**src/rtl/phy_rx_demux.sv**
```systemverilog
// phy_rx_demux: aligns a serial 9-bit word stream to COM on lane 0 and regroups it into 4-lane frames
module phy_rx_demux #(
  parameter logic [7:0] COM_SYM = 8'hBC,
  parameter logic [3:0] LOSS_THRESH = 4'd4
) (
  input  logic       clk_4f,
  input  logic       reset,
  input  logic [8:0] in_data,
  output logic [8:0] data0,
  output logic [8:0] data1,
  output logic [8:0] data2,
  output logic [8:0] data3,
  output logic       out_strobe,
  output logic       aligned,
  output logic [7:0] err_count
);
  typedef enum logic {SEARCH, ALIGNED} state_t;
  state_t state, state_nxt;
  logic [1:0] lane_cnt;
  logic [3:0] miss_cnt, miss_inc;
  logic [8:0] shadow [4];
  logic [8:0] word;
  logic com, misplaced, drop, strobe_nxt;
  assign com = in_data[8] & (in_data[7:0] == COM_SYM);
  assign aligned = (state == ALIGNED);
  always_comb begin
    word = in_data[8] ? in_data : {1'b0, shadow[lane_cnt][7:0]};
    misplaced = (state == ALIGNED) && com && (lane_cnt != 2'd0);
    miss_inc = miss_cnt + 4'd1;
    drop = misplaced && (miss_inc == LOSS_THRESH);
    strobe_nxt = (state == ALIGNED) && (lane_cnt == 2'd3) && !drop;
    state_nxt = (state == SEARCH) ? (com ? ALIGNED : SEARCH) : (drop ? SEARCH : ALIGNED);
  end
  always_ff @(posedge clk_4f or negedge reset)
    if (!reset) state <= SEARCH;
    else state <= state_nxt;
  always_ff @(posedge clk_4f or negedge reset) begin
    if (!reset) begin
      data0 <= '0;
      data1 <= '0;
      data2 <= '0;
      data3 <= '0;
      out_strobe <= 1'b0;
      err_count <= '0;
      lane_cnt <= '0;
      miss_cnt <= '0;
      for (int i = 0; i < 4; i++) shadow[i] <= '0;
    end else begin
      out_strobe <= strobe_nxt;
      if (misplaced && err_count != 8'hFF) err_count <= err_count + 8'd1;
      if (state == SEARCH) begin
        if (com) begin
          shadow[0] <= in_data;
          lane_cnt <= 2'd1;
          miss_cnt <= '0;
        end
      end else if (drop) begin
        lane_cnt <= '0;
        miss_cnt <= '0;
      end else begin
        shadow[lane_cnt] <= word;
        lane_cnt <= lane_cnt + 2'd1;
        if (com) miss_cnt <= misplaced ? miss_inc : 4'd0;
      end
      // lane 3 bypasses its shadow so the frame appears one cycle after its last word
      if (strobe_nxt) begin
        data0 <= shadow[0];
        data1 <= shadow[1];
        data2 <= shadow[2];
        data3 <= word;
      end
    end
  end
endmodule

```
**config.mk**
```make
export PLATFORM = sky130hd
export DESIGN_NAME = phy_rx_demux
export DESIGN_NICKNAME = d
export VERILOG_FILES = /design/src/rtl/phy_rx_demux.sv
export SDC_FILE = /design/constraint.sdc
export NUM_CORES = 1
export LEC_CHECK = 0
export BUFFER_PORTS_ARGS = -buffer_cell sky130_fd_sc_hd__buf_2
export CAP_MARGIN = 20
export CELL_PAD_IN_SITES_DETAIL_PLACEMENT = 1
export CELL_PAD_IN_SITES_GLOBAL_PLACEMENT = 1
export CORE_MARGIN = 5
export CORE_UTILIZATION = 41
export DETAILED_ROUTE_END_ITERATION = 8
export PLACE_DENSITY = 0.79
export SYNTH_ARGS = -nofsm -noshare
export SYNTH_HDL_FRONTEND = slang
export SYNTH_SLANG_ARGS = --single-unit
export TNS_END_PERCENT = 10
```
**constraint.sdc**
```tcl
create_clock -name clk_4f -period 3.2 [get_ports clk_4f]
set_clock_uncertainty 0.2 [all_clocks]
set_input_delay 0 -clock clk_4f [delete_from_list [all_inputs] [get_ports clk_4f]]
set_output_delay 0 -clock clk_4f [all_outputs]
set_load 0.1 [all_outputs]
```
======== Word-level counts from Yosys, hierarchy flattened ========
Cells that the tools add are included.
storage, ports and cells
  bits of input ports ..................... 11
  bits in writable memories ............... 0
  bits in latches ......................... 0
  memories ................................ 0
  register bits after elaboration ......... 88
  memory bits (read-only) ................. 0
cells by class
  shift operators ......................... 0
  add/sub/neg operators ................... 3
  mux-type cells .......................... 21
  $mul .................................... 0
  divide/modulo/power cells ............... 0
  reduce and logical (&&, ||, !) cells .... 14
  bitwise gates (word level) .............. 3
  eq/ne operators ......................... 5
  $lt $le $gt $ge ......................... 2
operator list
  cell                                                                          count
  36-bit bitwise mux                                                            1
  36-bit 2-to-1 mux                                                             1
  9-bit 2-to-1 mux                                                              4
  4-bit 2-to-1 mux                                                              5
  9-bit binary-select mux with 2-bit select                                     1
  9-bit demux with 2-bit select                                                 1
  8-bit 2-to-1 mux                                                              2
  8-bit by 1-bit adder with 8-bit output, second input constant                 1
  8-bit equality test, second input constant                                    1
  8-bit != test, second input constant                                          1
  1-bit logical AND                                                             7
  2-bit 2-to-1 mux                                                              3
  2-bit AND reduction                                                           3
  2-bit nonzero test                                                            3
  4-bit by 1-bit adder with 4-bit output, second input constant                 1
  4-bit by 3-bit equality test with 1-bit output, second input constant         1
  3-bit greater-or-equal comparator, second input constant                      1
  3-bit by 1-bit less-than comparator with 1-bit output, second input constant  1
  1-bit 2-to-1 mux                                                              3
  2-bit NOT with 3-bit output                                                   1
  2-bit by 1-bit adder with 2-bit output, second input constant                 1
  2-bit equality test, second input constant                                    1
  2-bit != test, second input constant                                          1
  1-bit AND                                                                     1
  2 further kinds                                                               2

======== Depth between registers and ports, before layout ========
Gate-level depths: netlist (run 1).
  word-level depth ........................ 8
  gate-level depth with buffers ........... 10
  gate-level depth less buffers ........... 6

======== Worst setup path before layout (run 1) ========
OpenSTA, ideal clock, no wires.
  path kind ............................... reg-to-reg
  start ................................... register lane_cnt[1]
  end ..................................... register err_count[1]
  stages on the path, launching flop included .. 11
  data required time ...................... 2,874 ps
  path buffers ............................ 4
  library setup time ...................... 126 ps
  path slack .............................. 283 ps
  arrival ................................. 2,591 ps
  cell sequence ........................... dfrtp_1 -> clkbuf_1 -> buf_2 -> inv_1 -> ha_1 -> buf_2 -> nand2b_1 -> or4_1 -> clkbuf_1 -> nor2_1 -> mux2_2
between the ends
  word-level cells in the longest chain between the ends .. 3
ends and longest elaborated chain
  item                    line  source
  from (decl)             19    logic [1:0] lane_cnt;
  from (signal assigned)  62    lane_cnt <= lane_cnt + 2'd1;
  2-bit nonzero test      28    misplaced = (state == ALIGNED) && com && (lane_cnt != 2'd0);
  1-bit logical AND       28
  1-bit logical AND       50    if (misplaced && err_count != 8'hFF) err_count <= err_count + 8'd1;
  to (signal assigned)    50
  to (decl)               15    output logic [7:0] err_count
No other way between the ends.
A chain may end at the register's enable or synchronous reset.

======== Final worst setup path (run 1) ========
  start ................................... register miss_cnt[0]
  end ..................................... register data3[3]
between the ends
  word-level cells in the longest chain between the ends .. 5
ends and longest elaborated chain
  item                                            line  source
  from (decl)                                     20    logic [3:0] miss_cnt, miss_inc;
  from (signal assigned)                          63    if (com) miss_cnt <= misplaced ? miss_inc : 4'd0;
  4-bit by 1-bit adder with 4-bit output          29    miss_inc = miss_cnt + 4'd1;
  4-bit by 3-bit equality test with 1-bit output  30    drop = misplaced && (miss_inc == LOSS_THRESH);
  1-bit logical AND                               30
  1-bit zero test                                 31    strobe_nxt = (state == ALIGNED) && (lane_cnt == 2'd3) && !drop;
  1-bit logical AND                               31
  to (signal assigned)                            70    data3 <= word;
  to (decl)                                       12    output logic [8:0] data3,
No other way between the ends.

==> results.sh, run 1 <==
export IMPL_status="finished clean"
export IMPL_ys_top_cells_by_count="dfrtp_1, mux2_4, mux2_2"
export IMPL_first_iter_violations=100
export IMPL_grtUsageTotal=0.160
export IMPL_drc=0
export IMPL_synth_cells=308
export IMPL_cts_made_buffers=9
export IMPL_tritoncts="yes"
export IMPL_power_mw=4.65
export IMPL_h_tree_depth=3
export IMPL_insertion_delay_ps=360
export IMPL_dieArea_um2=12300
export IMPL_cp_required_ps=3250
export IMPL_synth_most_common_cell="dfrtp_1"
export IMPL_first_pass_iters=4
export IMPL_finalCoreUtilization=0.498
export IMPL_switchingPower_mw=2.19
export IMPL_hold_viol=0
export IMPL_die_w_um=111
export IMPL_num_antenna_cells=0
export IMPL_cp_end_kind="flop"
export IMPL_start_kind="flop"
export IMPL_cts_clk_slew_worst_paths_ps=80
export IMPL_holdWs_ps=18.3
export IMPL_max_vdd_ir_drop_v=0.000493
export IMPL_syn_cell_area_um2=4180
export IMPL_grt_start_max_net_pins=88
export IMPL_synth_cell_types=46
export IMPL_drt_total_wl_um=9270
export IMPL_routabilityCongestion=0.776
export IMPL_ys_ff_latch=87
export IMPL_vias=2693
export IMPL_cts_buffer_depth=2
export IMPL_fp_coreArea_um2=9860
export IMPL_dp_cells=490
export IMPL_antenna_found_initial=0
export IMPL_fin_nets=396
export IMPL_fp_row_count=36
export IMPL_power_frac_clock=0.163
export IMPL_fillers=1030
export IMPL_post_dp_cell_area_um2=4610
export IMPL_tightest_slew_ps=711
export IMPL_power_frac_seq=0.361
export IMPL_dp_slack_ps=354
export IMPL_start_util=0.423
export IMPL_powerDensity_nw_per_um2=948
export IMPL_vias_per_cell=5.22
export IMPL_power_frac_comb=0.475
export IMPL_seq_area_frac_synth=0.521
export IMPL_cts_sinks=87
export IMPL_cp_arrival_ps=2900
export IMPL_max_slew_margin=0.525
export IMPL_min_path_type="input port to flop"
export IMPL_leakagePower_nw=2.40
export IMPL_avgSynthCellArea_um2=13.6
export IMPL_cap_violations=0
export IMPL_grt_pass1_vias=3026
export IMPL_grt_overflow=0
export IMPL_dominantRegCellSynth="dfrtp_1"
export IMPL_drive_gt1_frac=0.407
export IMPL_ios=57
export IMPL_fin_crit_sh=0.891
export IMPL_drt_wirelength_per_cell_um=18.0
export IMPL_synthTopCellsByArea="dfrtp_1, mux2_4, mux2_2"
export IMPL_finalNonFillerCells=516
export IMPL_yosysTopAreaCell="dfrtp_1"
export IMPL_finalSetupViolations=0
export IMPL_crit_type="flop to flop"
export IMPL_synth_nets=326
export IMPL_rsz0062_at_grt="false"
export IMPL_yosys_warnings=0
export IMPL_final_area_um2=4910
export IMPL_grt_pass1_wl_um=16000
export IMPL_dp_final_hpwl_um=6360
export IMPL_p_int_mw=2.46
export IMPL_fin_crit_ps=2850
export IMPL_synth_top_cell_area_share=0.521
export IMPL_maxClockFrequency_ghz=0.351
export IMPL_synth_async_reset_ratio=1.00
export IMPL_drv_slew=0
export IMPL_die_h_um=111
export IMPL_final_antenna_net_count=0
export IMPL_cts_root_buffer="clkbuf_8"
export IMPL_netSwitchingFraction=0.471
export IMPL_timing_final_ws_setup_ps=350
export IMPL_synth_edff_count=0
export IMPL_area_growth_pct=17.7
export IMPL_setup_tns_ps=0
export IMPL_crit_path_max_fanout=13
export IMPL_io_buffer_count=56
worst max-delay path: stages, from the launching register on:
cell     delay, ps
dfrtp_1        460
ha_1           250
and3b_1        200
a31oi_2        500
o311a_2        470
buf_4          330
mux2_4         330
power by group through the flow:
stage / logic, mW / registers, mW / clock network [mW]
floorplan: 0.849 / 2.63 / 0
global placement: 2.17 / 1.68 / 0
detailed placement: 2.22 / 1.70 / 0
CTS: 2.23 / 1.69 / 0.789
global route: 2.33 / 1.73 / 0.827
finish: 2.21 / 1.68 / 0.760
sequential cells by signal, summed over array words and instances (netlist names):
register,flops
shadow,35
data0,9
data1,9
data2,9
data3,9
err_count,8
miss_cnt,4
lane_cnt,2
aligned,1
out_strobe,1
worst paths after layout:
check,depth (start not counted),endpoint,start,slack [ps]
max,6,data3[3],miss_cnt[0],350
max reg2reg,6,data3[3],miss_cnt[0],350
min in group asynchronous,3,data2[2],reset,430
min reg2reg,1,data1[8],data1[8],310
min,5,shadow[29],in_data[2],20
max in group asynchronous,4,shadow[30],reset,1760
cell usage in the layout (no fill, tap or decap), types with 3 or more instances in the layout:
cell type      instances
o21ai_0                9
xor2_1                 4
mux2_2                27
buf_4                 10
mux2_4                39
dfrtp_1               87
nand3_1                3
nor4_1                 3
a21oi_1               16
nand2_1               17
buf_2                 55
mux4_2                 3
nor2_1                10
nor2b_1                6
nor3_1                 4
ha_1                   7
nand3b_1               3
a21boi_0               6
a32oi_1                4
dlygate4sd3_1          9
mux2i_1               10
clkbuf_8               9
o21a_1                 3
inv_1                  3
kinds of logic after synthesis:
family / after synthesis / share of synthesized area
buf+inv: 20 / 0.0282
simple gates: 59 / 0.0752
mux: 79 / 0.253
xor+xnor: 5 / 0.0105
compound gates: 51 / 0.0905
fa+ha+maj: 7 / 0.0210
flops: 87 / 0.521
layer usage:
metal  GRT usage  wire length, um
met1       0.204             4140
met3      0.0409              353
met5           0                0
met2       0.266             4650
met4      0.0517              132
area by class of cell:
type | count | area, um2 | area share
inverters | 3 | 11.3 | 0.00229
clock buffers | 11 | 131 | 0.0267
repair buffers | 76 | 488 | 0.0993
flip-flops and latches | 87 | 2180 | 0.443
clock inverters | 5 | 56.3 | 0.0115
multi-input cells | 201 | 1880 | 0.383
well taps | 133 | 166 | 0.0339
repair_timing:
action,4_1_cts,5_1_grt
hold buffers,8,1
buffers inserted,0,0
endpoints found under the hold margin,106,26
resized for setup,0,0
No activity file was read; power rests on OpenSTA's default activity.
==> inputs of run 2 (changes only) <==
--- a/config.mk
+++ b/config.mk
@@ -11,7 +11,9 @@
 export CELL_PAD_IN_SITES_GLOBAL_PLACEMENT = 1
 export CORE_MARGIN = 5
 export CORE_UTILIZATION = 41
+export CTS_CLUSTER_SIZE = 20
 export DETAILED_ROUTE_END_ITERATION = 8
+export HOLD_SLACK_MARGIN = 0.02
 export PLACE_DENSITY = 0.79
 export SYNTH_ARGS = -nofsm -noshare
 export SYNTH_HDL_FRONTEND = slang
==> constraint.sdc (replaced) <==
create_clock -name clk_4f -period 3.5 [get_ports clk_4f]
set_clock_uncertainty 0.2 [all_clocks]
set_input_delay 0 -clock clk_4f [delete_from_list [all_inputs] [get_ports clk_4f]]
set_output_delay 0 -clock clk_4f [all_outputs]
set_load 0.1 [all_outputs]
==> run 2 against run 1 <==
Net effect:
- combinational power shrank 9.0%
- clock power shrank 5.3%
- wire length grew 3.1%
- setup slack gained 400 ps
- sequential cell count is the same
- non-clock buffer count shrank 3
- first-iteration DRC count shrank 8.0%
- critical path depth is the same
- die area is the same
- sequential share of layout area is essentially flat
- final cell count shrank 0.58%
- core utilization is essentially flat
- critical path type is now input port to flop
==> results.sh, run 2 (same netlist as run 1, synthesis figures left out) <==
export IMPL_tightest_slew_ps=723
export IMPL_drt_total_wl_um=9560
export IMPL_cts_sinks=87
export IMPL_die_w_um=111
export IMPL_num_antenna_cells=0
export IMPL_min_path_type="input port to flop"
export IMPL_maxClockFrequency_ghz=0.364
export IMPL_grt_pass1_wl_um=16000
export IMPL_final_antenna_net_count=0
export IMPL_power_frac_clock=0.168
export IMPL_cp_cell_sequence="dlygate4sd3_1, buf_2, nand4b_1, or3_1, o311ai_4, mux2_2"
export IMPL_grt_start_max_net_pins=88
export IMPL_dp_final_hpwl_um=6370
export IMPL_powerDensity_nw_per_um2=874
export IMPL_crit_start="in_data[0]"
export IMPL_routabilityCongestion=0.782
export IMPL_cts_setup_buffers=0
export IMPL_grt_overflow=0
export IMPL_vias_per_cell=5.30
export IMPL_netSwitchingFraction=0.472
export IMPL_critical_path_max_stage_delay_ps=720
export IMPL_cts_made_buffers=9
export IMPL_drt_wirelength_per_cell_um=18.6
export IMPL_cap_violations=0
export IMPL_cts_hold_buf=9
export IMPL_p_int_mw=2.26
export IMPL_ios=57
export IMPL_fin_crit_sh=0.785
export IMPL_crit_end="shadow[16]"
export IMPL_layout_cells_most_common="dfrtp_1"
export IMPL_first_iter_violations=92
export IMPL_crit_path_max_fanout=17
export IMPL_status="finished clean"
export IMPL_leakagePower_nw=2.39
export IMPL_drive_gt1_frac=0.405
export IMPL_die_h_um=111
export IMPL_fin_nets=393
export IMPL_rsz0062_at_grt="false"
export IMPL_crit_family="simple AND/OR/NAND/NOR gates"
export IMPL_mostFrequentLayoutCells="dfrtp_1, buf_2, mux2_4"
export IMPL_r2r_slack_ps=830
export IMPL_max_slew_margin=0.518
export IMPL_vias=2717
export IMPL_setup_tns_ps=0
export IMPL_tritoncts="yes"
export IMPL_max_vdd_ir_drop_v=0.000490
export IMPL_dieArea_um2=12300
export IMPL_grtUsageTotal=0.160
export IMPL_finalSetupViolations=0
export IMPL_antenna_found_initial=0
export IMPL_io_buffer_count=56
export IMPL_cp_end_kind="flop"
export IMPL_grt_pass1_vias=3072
export IMPL_power_frac_seq=0.363
export IMPL_insertion_delay_ps=360
export IMPL_cts_resized_gates=0
export IMPL_holdWs_ps=46.6
export IMPL_cts_clk_slew_worst_paths_ps=90
export IMPL_r2r_cells=6
export IMPL_path_depth=6
export IMPL_h_tree_depth=3
export IMPL_first_pass_iters=4
export IMPL_crit_slowest_cell="or3_1"
export IMPL_start_util=0.423
export IMPL_fp_coreArea_um2=9860
export IMPL_largest_register="shadow"
export IMPL_fin_crit_ps=2750
export IMPL_r2r_end="err_count[1]"
export IMPL_power_frac_comb=0.469
export IMPL_cts_root_buffer="clkbuf_8"
export IMPL_switchingPower_mw=2.03
export IMPL_cp_required_ps=3550
export IMPL_fillers=1022
export IMPL_crit_type="input port to flop"
export IMPL_drc=0
export IMPL_drv_slew=0
export IMPL_hold_viol=0
export IMPL_largest_reg_flops=35
export IMPL_cts_buffer_depth=2
export IMPL_start_kind="input port"
export IMPL_r2r_start="lane_cnt[0]"
export IMPL_area_growth_pct=17.6
export IMPL_fp_row_count=36
export IMPL_worst_path_buf_inv=2
export IMPL_cp_arrival_ps=2790
## run 2: cell types whose count changed in the layout (fill, tap and decap cells not counted)
cell / before / now
clkinv_4: 0 / 1
dlygate4sd3_1: 9 / 10
buf_4: 10 / 6
clkinvlp_4: 1 / 2
clkbuf_1: 2 / 0
clkinv_2: 2 / 1
clkbuf_8: 9 / 10
## run 2: worst min-delay path: stages
cell	delay, ps
buf_2	110
nand3b_1	190
nor3_1	130
nor2_1	100
a21oi_1	40
## run 2: metrics by stage
step	power (mW)	cell area [um2]	setup slack [ps]	std cells	utilization
after global routing	4.49	4910	669	513	0.498
after global placement	3.52	4580	883	486	0.464
after detailed placement	3.58	4580	798	486	0.464
final	4.29	4910	754	513	0.498
after CTS	4.32	4870	770	511	0.494
after floorplan	3.18	4180	583	308	-
## run 2: power by group through the flow
stage,Clock (mW),Combinational (mW),Sequential [mW]
2_1_floorplan,0,0.776,2.40
3_3_place_gp,0,1.96,1.56
3_5_place_dp,0,2.00,1.58
4_1_cts,0.740,2.02,1.56
5_1_grt,0.775,2.11,1.60
6_report,0.720,2.01,1.56
## run 2: cell type report
class / instances / area (um2) / area share
flip-flops and latches: 87 / 2180 / 0.443
multi-input cells: 201 / 1880 / 0.383
repair buffers: 73 / 468 / 0.0953
well taps: 133 / 166 / 0.0339
clock buffers: 10 / 138 / 0.0280
clock inverters: 6 / 67.6 / 0.0138
inverters: 3 / 11.3 / 0.00229
## run 2: layer usage
metal	routed length [um]	up-vias	global-route usage
li1	-	1252	-
met1	4240	1397	0.203
met2	4780	54	0.272
met3	410	14	0.0366
met4	141	0	0.0468
met5	0	-	0
## run 2: worst min-delay path by stage
stage               end  cells past startpoint  slack [ps]  startpoint
6_report        aligned                      5          50  in_data[2]
5_1_grt         aligned                      5         120  in_data[2]
4_1_cts         aligned                      5          30  in_data[2]
3_5_place_dp   data1[2]                      1          70       reset
3_3_place_gp   data1[2]                      1          70       reset
2_1_floorplan   aligned                      0        -500       reset
